--- src/rtl/run_detect_if.sv ---
// Serial bit stream in, detection events out (valid/ready).
// master: bit source and event consumer; slave: the detector.
interface run_detect_if;
    logic din_valid;
    logic din;
    logic det_valid;
    logic det_ready;
    logic det_kind;

    modport master (
        output din_valid,
        output din,
        output det_ready,
        input  det_valid,
        input  det_kind
    );

    modport slave (
        input  din_valid,
        input  din,
        input  det_ready,
        output det_valid,
        output det_kind
    );
endinterface

--- src/rtl/run_detect_ctrl.sv ---
// Run detector: flags every bit that extends a run of equal bits
// to length >= N, through a 1-deep valid/ready event buffer.
// Ports: clk, rst (sync, active high); cfg_we/cfg_len/cfg_mode
// (loaded only in IDLE); start/stop arm control; io carries
// din_valid/din in and det_valid/det_ready/det_kind out;
// det_count (saturating), busy, overflow (sticky drop flag).
module run_detect_ctrl (
    input  logic                clk,
    input  logic                rst,
    input  logic                cfg_we,
    input  logic [3:0]          cfg_len,
    input  logic [1:0]          cfg_mode,
    input  logic                start,
    input  logic                stop,
    run_detect_if.slave         io,
    output logic [7:0]          det_count,
    output logic                busy,
    output logic                overflow
);

    typedef enum logic [1:0] {
        IDLE  = 2'd0,
        CLEAR = 2'd1,
        RUN   = 2'd2
    } state_t;

    state_t     state;
    logic [3:0] n_q;
    logic [1:0] mode_q;
    logic [3:0] run_len;
    logic       last_bit;
    logic       det_valid_q;
    logic       det_kind_q;

    logic       sample;
    logic       same;
    logic [3:0] nxt_len;
    logic       permit;
    logic       hit;

    assign io.det_valid = det_valid_q;
    assign io.det_kind  = det_kind_q;

    always_comb begin
        sample  = (state == RUN) && io.din_valid;
        same    = (io.din == last_bit) && (run_len != 4'd0);
        nxt_len = 4'd1;
        if (same) begin
            nxt_len = (run_len == 4'd15) ? 4'd15 : run_len + 4'd1;
        end
        // mode 00: ones only, 01: zeros only, 1x: both
        permit = 1'b1;
        if (mode_q == 2'b00) begin
            permit = io.din;
        end else if (mode_q == 2'b01) begin
            permit = ~io.din;
        end
        hit = sample && permit && (nxt_len >= n_q);
    end

    always_ff @(posedge clk) begin
        if (rst) begin
            state       <= IDLE;
            busy        <= 1'b0;
            n_q         <= 4'd3;
            mode_q      <= 2'b10;
            run_len     <= 4'd0;
            last_bit    <= 1'b0;
            det_valid_q <= 1'b0;
            det_kind_q  <= 1'b0;
            det_count   <= 8'd0;
            overflow    <= 1'b0;
        end else begin
            // Output buffer runs in every state so a pending event
            // can still drain after stop.
            if (hit) begin
                if (!det_valid_q || io.det_ready) begin
                    det_valid_q <= 1'b1;
                    det_kind_q  <= io.din;
                end else begin
                    overflow <= 1'b1;
                end
                if (det_count != 8'hff) begin
                    det_count <= det_count + 8'd1;
                end
            end else if (io.det_ready) begin
                det_valid_q <= 1'b0;
            end

            if (sample) begin
                run_len  <= nxt_len;
                last_bit <= io.din;
            end

            unique case (state)
                IDLE: begin
                    if (cfg_we) begin
                        n_q    <= (cfg_len < 4'd2) ? 4'd2 : cfg_len;
                        mode_q <= cfg_mode;
                    end
                    if (start && !stop) begin
                        state <= CLEAR;
                        busy  <= 1'b1;
                    end
                end
                CLEAR: begin
                    run_len   <= 4'd0;
                    last_bit  <= 1'b0;
                    det_count <= 8'd0;
                    overflow  <= 1'b0;
                    state     <= RUN;
                    busy      <= 1'b1;
                end
                RUN: begin
                    if (stop) begin
                        state <= IDLE;
                        busy  <= 1'b0;
                    end
                end
                default: begin
                    state <= IDLE;
                    busy  <= 1'b0;
                end
            endcase
        end
    end

endmodule

--- src/flat_wrapper.sv ---
// flat-port wrapper written by rule: the top's interface ports become plain ports
module run_detect_ctrl_flat 
  (clk, rst, cfg_we, cfg_len, cfg_mode, start, stop, det_count, busy, overflow, io_din_valid, io_din, io_det_ready, io_det_valid, io_det_kind);
  run_detect_if io_i ();
  input  logic clk;
  input  logic rst;
  input  logic cfg_we;
  input  logic [3:0] cfg_len;
  input  logic [1:0] cfg_mode;
  input  logic start;
  input  logic stop;
  output logic [7:0] det_count;
  output logic busy;
  output logic overflow;
  input wire logic [$bits(io_i.din_valid)-1:0] io_din_valid;
  input wire logic [$bits(io_i.din)-1:0] io_din;
  input wire logic [$bits(io_i.det_ready)-1:0] io_det_ready;
  output wire logic [$bits(io_i.det_valid)-1:0] io_det_valid;
  output wire logic [$bits(io_i.det_kind)-1:0] io_det_kind;
  assign io_i.din_valid = io_din_valid;
  assign io_i.din = io_din;
  assign io_i.det_ready = io_det_ready;
  assign io_det_valid = io_i.det_valid;
  assign io_det_kind = io_i.det_kind;
  run_detect_ctrl u_core (.clk(clk), .rst(rst), .cfg_we(cfg_we), .cfg_len(cfg_len), .cfg_mode(cfg_mode), .start(start), .stop(stop), .io(io_i), .det_count(det_count), .busy(busy), .overflow(overflow));
endmodule
--- config.mk ---
export PLATFORM = sky130hd
export DESIGN_NAME = run_detect_ctrl_flat
export DESIGN_NICKNAME = d
export VERILOG_FILES = /design/src/rtl/run_detect_if.sv /design/src/rtl/run_detect_ctrl.sv /design/src/flat_wrapper.sv
export SDC_FILE = /design/constraint.sdc
export NUM_CORES = 1
export LEC_CHECK = 0
export ABC_CLOCK_PERIOD_IN_PS = 4800
export CAP_MARGIN = 5
export CORE_MARGIN = 2
export CORE_UTILIZATION = 40
export CTS_CLUSTER_SIZE = 30
export DETAILED_ROUTE_END_ITERATION = 10
export SYNTH_ARGS = -nofsm -noshare
export SYNTH_HDL_FRONTEND = slang
export SYNTH_SLANG_ARGS = --single-unit
export TNS_END_PERCENT = 10
--- constraint.sdc ---
create_clock -name clk -period 4.8 [get_ports clk]
set_clock_uncertainty 0.15 [all_clocks]
set_input_delay 0.96 -clock clk [delete_from_list [all_inputs] [get_ports clk]]
set_output_delay 0.96 -clock clk [all_outputs]
set_load 0.005 [all_outputs]
==> metrics.txt, run 1 <==
Die Area=3850 µm²; outcome=finished clean; FFs w/ async S/R, synth=0%; PortBufs=25; Ys Warns=0; total routed wirelength=2830 µm; DIE WIDTH=62.0 µm; final hold vios=0; CTS Root Cell=clkbuf_4; Final Util=49.7%; CORE AREA=3280 µm²; setup TNS=0 ps; Num CTS Buffers=3; Hold Crit Start=u_core.busy; r2r endpoint=u_core.det_count[4]; grt ovf=0; Die Span Y=62.0 µm; FF+latch count, synth=25; Max Clk Rate=0.290 GHz; row cnt=21; commonest non-fill, non-tap cells in the layout=25 x clkdlybuf4s50_1, 25 x dfxtp_1, 21 x a21oi_1; pin count of the biggest net entering global routing=16; post-synth net total=178; Slew HR=60.3%; leakage power=0.556 nW; Critical Path AT=3580 ps; htree depth=1; Post-synth EDFFs=0; synthesized area=1350 µm²; crit start category=input pin; Detailed Routing Iterations Pass 1=4; Max Slew Vio Count=0; Hold Path Depth=2; first-pass GRT wire length=4700 µm; wire per inst=12.5 µm; CP required=4930 ps; Post-Syn Area per Cell=8.58 µm²; period utilisation layout=71.9%; Nets=203; Diodes inserted=0; Initial Utilization=41.0%; worst reg2reg startpoint=u_core.run_len[0]; RSZ-0062 raised after global routing=false; CTS tree=yes; Distinct cells, synth=40; total track usage=16.1%; Setup Crit Path Kind=input pin to register; Max VDD drop=106 µV; cells after synthesis=157; setup bufs post-CTS=0; Clock Tree Buf Depth=2; Hold Path End=u_core.busy; num ports=26; mean number of vias per cell=5.42; iteration-0 DRC count of the detailed router=33; Worst Hold Class=register to register; Place WS=986 ps; hold_buf cts=0; DRC viols=0; HPWL after DPL=2240 µm; R2R setup slack=1950 ps; MaxCap Viol Count=0; Fillers=347; worst-margin pin slew=580 ps; critical path peak fanout=15; Setup violations, final=0; layout cells sized above 1=4.97%; clock-pin slew on the worst setup and hold paths=150 ps; vias in the first global route=1123; crit path capture type=register; sequential area share after synthesis=37.1%; Area Growth Syn to Fin=21.1%; Antenna Nets Post-Route=0; worst skew pair latency=330 ps; GPL Wtd Cong=0.796; PnR worst setup slack=1350 ps; CTS resizes=0; shortest period the worst path allows=3450 ps; Top FF cell, synth=dfxtp_1; pwr dens=217 nW/µm²; R2R depth=8; # clock sinks=25; Vias=1231; initial antenna violation count=0
==> final cells by class <==
type                    instances  area (µm²)  share of cell area [%]
multi-input cells             121         771                    47.2
flip-flops and latches         25         500                    30.7
repair buffers                 25         250                    15.3
well taps                      46        57.6                    3.53
clock buffers                   3        22.5                    1.38
inverters                       6        22.5                    1.38
clock inverters                 1        7.51                   0.460
==> critical path: stages <==
cell	delay, ps
clkdlybuf4s50_1	510
xor2_1	210
a2111oi_0	560
ha_1	230
o211ai_1	100
o21a_1	340
or4_1	530
a21oi_1	140
==> registers in the layout, summed over array words and instances (netlist names) <==
signal	cells
u_core.io.det_valid	1
u_core.state	2
u_core.busy	1
u_core.last_bit	1
u_core.det_count	8
u_core.io.det_kind	1
u_core.mode_q	2
u_core.run_len	4
u_core.overflow	1
u_core.n_q	4
==> per-layer routing <==
layer,GRT usage (%),vias to the layer above,part of all wire [%]
met5,0,-,0
met4,5.78,0,0.46
met3,2.69,2,2.1
met2,25.6,14,48
met1,22.1,573,49
li1,-,642,-
==> synthesized netlist by cell type (all sizes together), types with 3 or more instances <==
master	count	area (µm²)
or4	5	37.5
o31ai	9	67.6
nand2	12	45.0
and3	3	20.0
ha	7	87.6
nand3	7	35.0
o21ai	6	33.8
clkbuf	3	31.3
a21oi	21	105
nor3b	3	22.5
dfxtp	25	500
inv	6	22.5
and3b	3	26.3
nand4	4	25.0
nor2	12	45.0
o21a	3	22.5
==> cell families after synthesis <==
logic type / synth area share, %
AOI/OAI and AO/OA: 24.0
xor gates and xnor gates: 1.30
adders and majority gates: 6.50
buffers and inverters: 5.66
DFF: 37.1
and+or+nand+nor: 25.3
==> metrics by stage <==
| step | hold slack (ps) | area [µm²] | std cells | power, mW |
|---|---|---|---|---|
| floorplan | 286 | 1350 | 157 | 0.244 |
| global placement | 300 | 1600 | 223 | 0.260 |
| detailed placement | 305 | 1600 | 223 | 0.261 |
| CTS | 323 | 1630 | 227 | 0.360 |
| global route | 343 | 1630 | 227 | 0.373 |
| finish | 323 | 1630 | 227 | 0.355 |
==> power by group <==
| group | total, mW | switching [mW] | internal [mW] |
|---|---|---|---|
| logic | 0.0395 | 0.0201 | 0.0194 |
| clock network | 0.0985 | 0.0667 | 0.0319 |
| registers | 0.217 | 0.00387 | 0.213 |
| total | 0.355 | 0.0906 | 0.264 |
==> worst max path at each step <==
stage	start	end	slack, ps	cells after the start
global placement	io_din	u_core.det_count[7]	1130	8
floorplan	io_din	u_core.det_count[2]	1840	8
finish	io_din	u_core.det_count[4]	1350	8
global route	io_din	u_core.det_count[5]	1160	8
detailed placement	io_din	u_core.det_count[4]	990	8
CTS	io_din	u_core.det_count[4]	1350	8
Power figures use the tool's default switching activity.
==> inputs of run 2 (changes only) <==
--- a/config.mk
+++ b/config.mk
@@ -5,7 +5,7 @@
 export SDC_FILE = /design/constraint.sdc
 export NUM_CORES = 1
 export LEC_CHECK = 0
-export ABC_CLOCK_PERIOD_IN_PS = 4800
+export ABC_CLOCK_PERIOD_IN_PS = 3400
 export CAP_MARGIN = 5
 export CORE_MARGIN = 2
 export CORE_UTILIZATION = 40
==> constraint.sdc (replaced) <==
create_clock -name clk -period 3.4 [get_ports clk]
set_clock_uncertainty 0.15 [all_clocks]
set_input_delay 0.68 -clock clk [delete_from_list [all_inputs] [get_ports clk]]
set_output_delay 0.68 -clock clk [all_outputs]
set_load 0.005 [all_outputs]
==> run 2 against run 1 <==
Final area up 0.69%; worst setup slack worse by 1000 ps; clock power grew 33%; highest routed layer is now met3; largest power group unchanged; largest cell class unchanged; critical endpoint is now u_core.det_count[0].
==> metrics.txt, run 2 (synthesis results as in run 1) <==
outcome=finished clean; DRC viols=0; Diodes inserted=0; Max Clk Rate=0.324 GHz; CTS resizes=0; Top Registers=u_core.det_count (8), u_core.n_q (4), u_core.run_len (4); worst skew pair latency=310 ps; Max Slew Vio Count=0; CP max stage delay=540 ps; htree depth=1; num ports=26; shortest period the worst path allows=3080 ps; layout cells sized above 1=5.46%; GPL Wtd Cong=0.784; mean number of vias per cell=5.47; # clock sinks=25; Num CTS Buffers=3; CP required=3490 ps; crit start category=input pin; total track usage=16.7%; PortBufs=25; row cnt=21; worst-margin pin slew=568 ps; MaxCap Viol Count=0; CTS tree=yes; RSZ-0062 raised after global routing=false; max reg flops=8; Area Growth Syn to Fin=21.9%; crit path capture type=register; total power=495 µW; wire per inst=12.7 µm; critical path peak fanout=13; Fin Hold WS=316 ps; Worst Hold Class=register to register; clock-pin slew on the worst setup and hold paths=140 ps; Slowest-stage cell, CP=a2111oi_0; period utilisation layout=90.7%; vias in the first global route=1091; Detailed Routing Iterations Pass 1=4; Crit path max-delay family=compound AO/OA/AOI/OAI gates; Clock Tree Buf Depth=2; commonest non-fill, non-tap cells in the layout=25 x clkdlybuf4s50_1, 25 x dfxtp_1, 21 x a21oi_1; setup bufs post-CTS=0; crit-path cells=clkdlybuf4s50_1 -> xor2_1 -> a2111oi_0 -> ha_1 -> o211ai_1 -> o21a_1 -> or4_1 -> a21oi_1; initial antenna violation count=0; Initial Utilization=41.0%; CTS Root Cell=clkbuf_4; leakage power=0.566 nW; final hold vios=0; Biggest register=u_core.det_count; Nets=205; total routed wirelength=2910 µm; CORE AREA=3280 µm²; pwr dens=301 nW/µm²; Setup violations, final=0; Die Area=3850 µm²; Slew HR=61.1%; Die Span Y=62.0 µm; Setup Crit Path Kind=input pin to register; pin count of the biggest net entering global routing=16; first-pass GRT wire length=4860 µm; Max VDD drop=159 µV; DIE WIDTH=62.0 µm; Antenna Nets Post-Route=0; grt ovf=0; Critical Path AT=3170 ps; iteration-0 DRC count of the detailed router=46; Vias=1252; HPWL after DPL=2290 µm; Worst Path Buf+Inv=1; hold_buf cts=0
[run 2: cell types whose count changed in the layout (fill, tap and decap cells not counted)]
| cell | change |
|---|---|
| clkinvlp_4 | -1 |
| clkbuf_1 | +1 |
| buf_4 | +2 |
[run 2: worst min-delay path: stages, from the launching register on]
cell     delay [ps]
dfxtp_1         340
nand2_1          50
a21oi_1          50
[run 2: stage by stage]
step	area (µm²)	utilization, %	std cells	worst slack [ps]	setup TNS, ps
2_1_floorplan	1350	-	157	715	0
3_3_place_gp	1620	49.2	225	107	0
3_5_place_dp	1620	49.2	225	-30.0	-30.0
4_1_cts	1640	50.0	229	316	0
5_1_grt	1640	50.0	229	133	0
6_report	1640	50.0	229	317	0
[run 2: area by class of cell]
cell class | instances | area, µm²
fill | 325 | 1640
multi-input combinational | 121 | 771
inverter | 6 | 22.5
tap | 46 | 57.6
clock buffer | 4 | 26.3
sequential | 25 | 500
timing repair buffer | 27 | 265
[run 2: report_power, final]
group / switching, mW / internal (mW)
sequential: 0.00553 / 0.300
combinational: 0.0288 / 0.0289
clock: 0.0856 / 0.0458
total: 0.120 / 0.375
[run 2: layer usage]
metal  vias to the layer above  global-route usage [%]  wire length (µm)  part of all wire (%)
met5                         -                       0                 0                     0
met4                         0                    3.65                 0                     0
met3                         0                    3.11                62                   2.1
met2                        16                    26.0              1410                    48
met1                       590                    23.9              1440                    50
li1                        646                       -                 -                     -
[run 2: worst paths after layout]
| path | startpoint | to | slack, ps | depth (start not counted) |
|---|---|---|---|---|
| setup / recovery | io_din | u_core.det_count[0] | 320 | 8 |
| hold / removal | u_core.n_q[2] | u_core.n_q[2] | 320 | 2 |
| setup reg to reg | u_core.run_len[0] | u_core.det_count[0] | 520 | 8 |
| hold reg to reg | u_core.n_q[2] | u_core.n_q[2] | 320 | 2 |
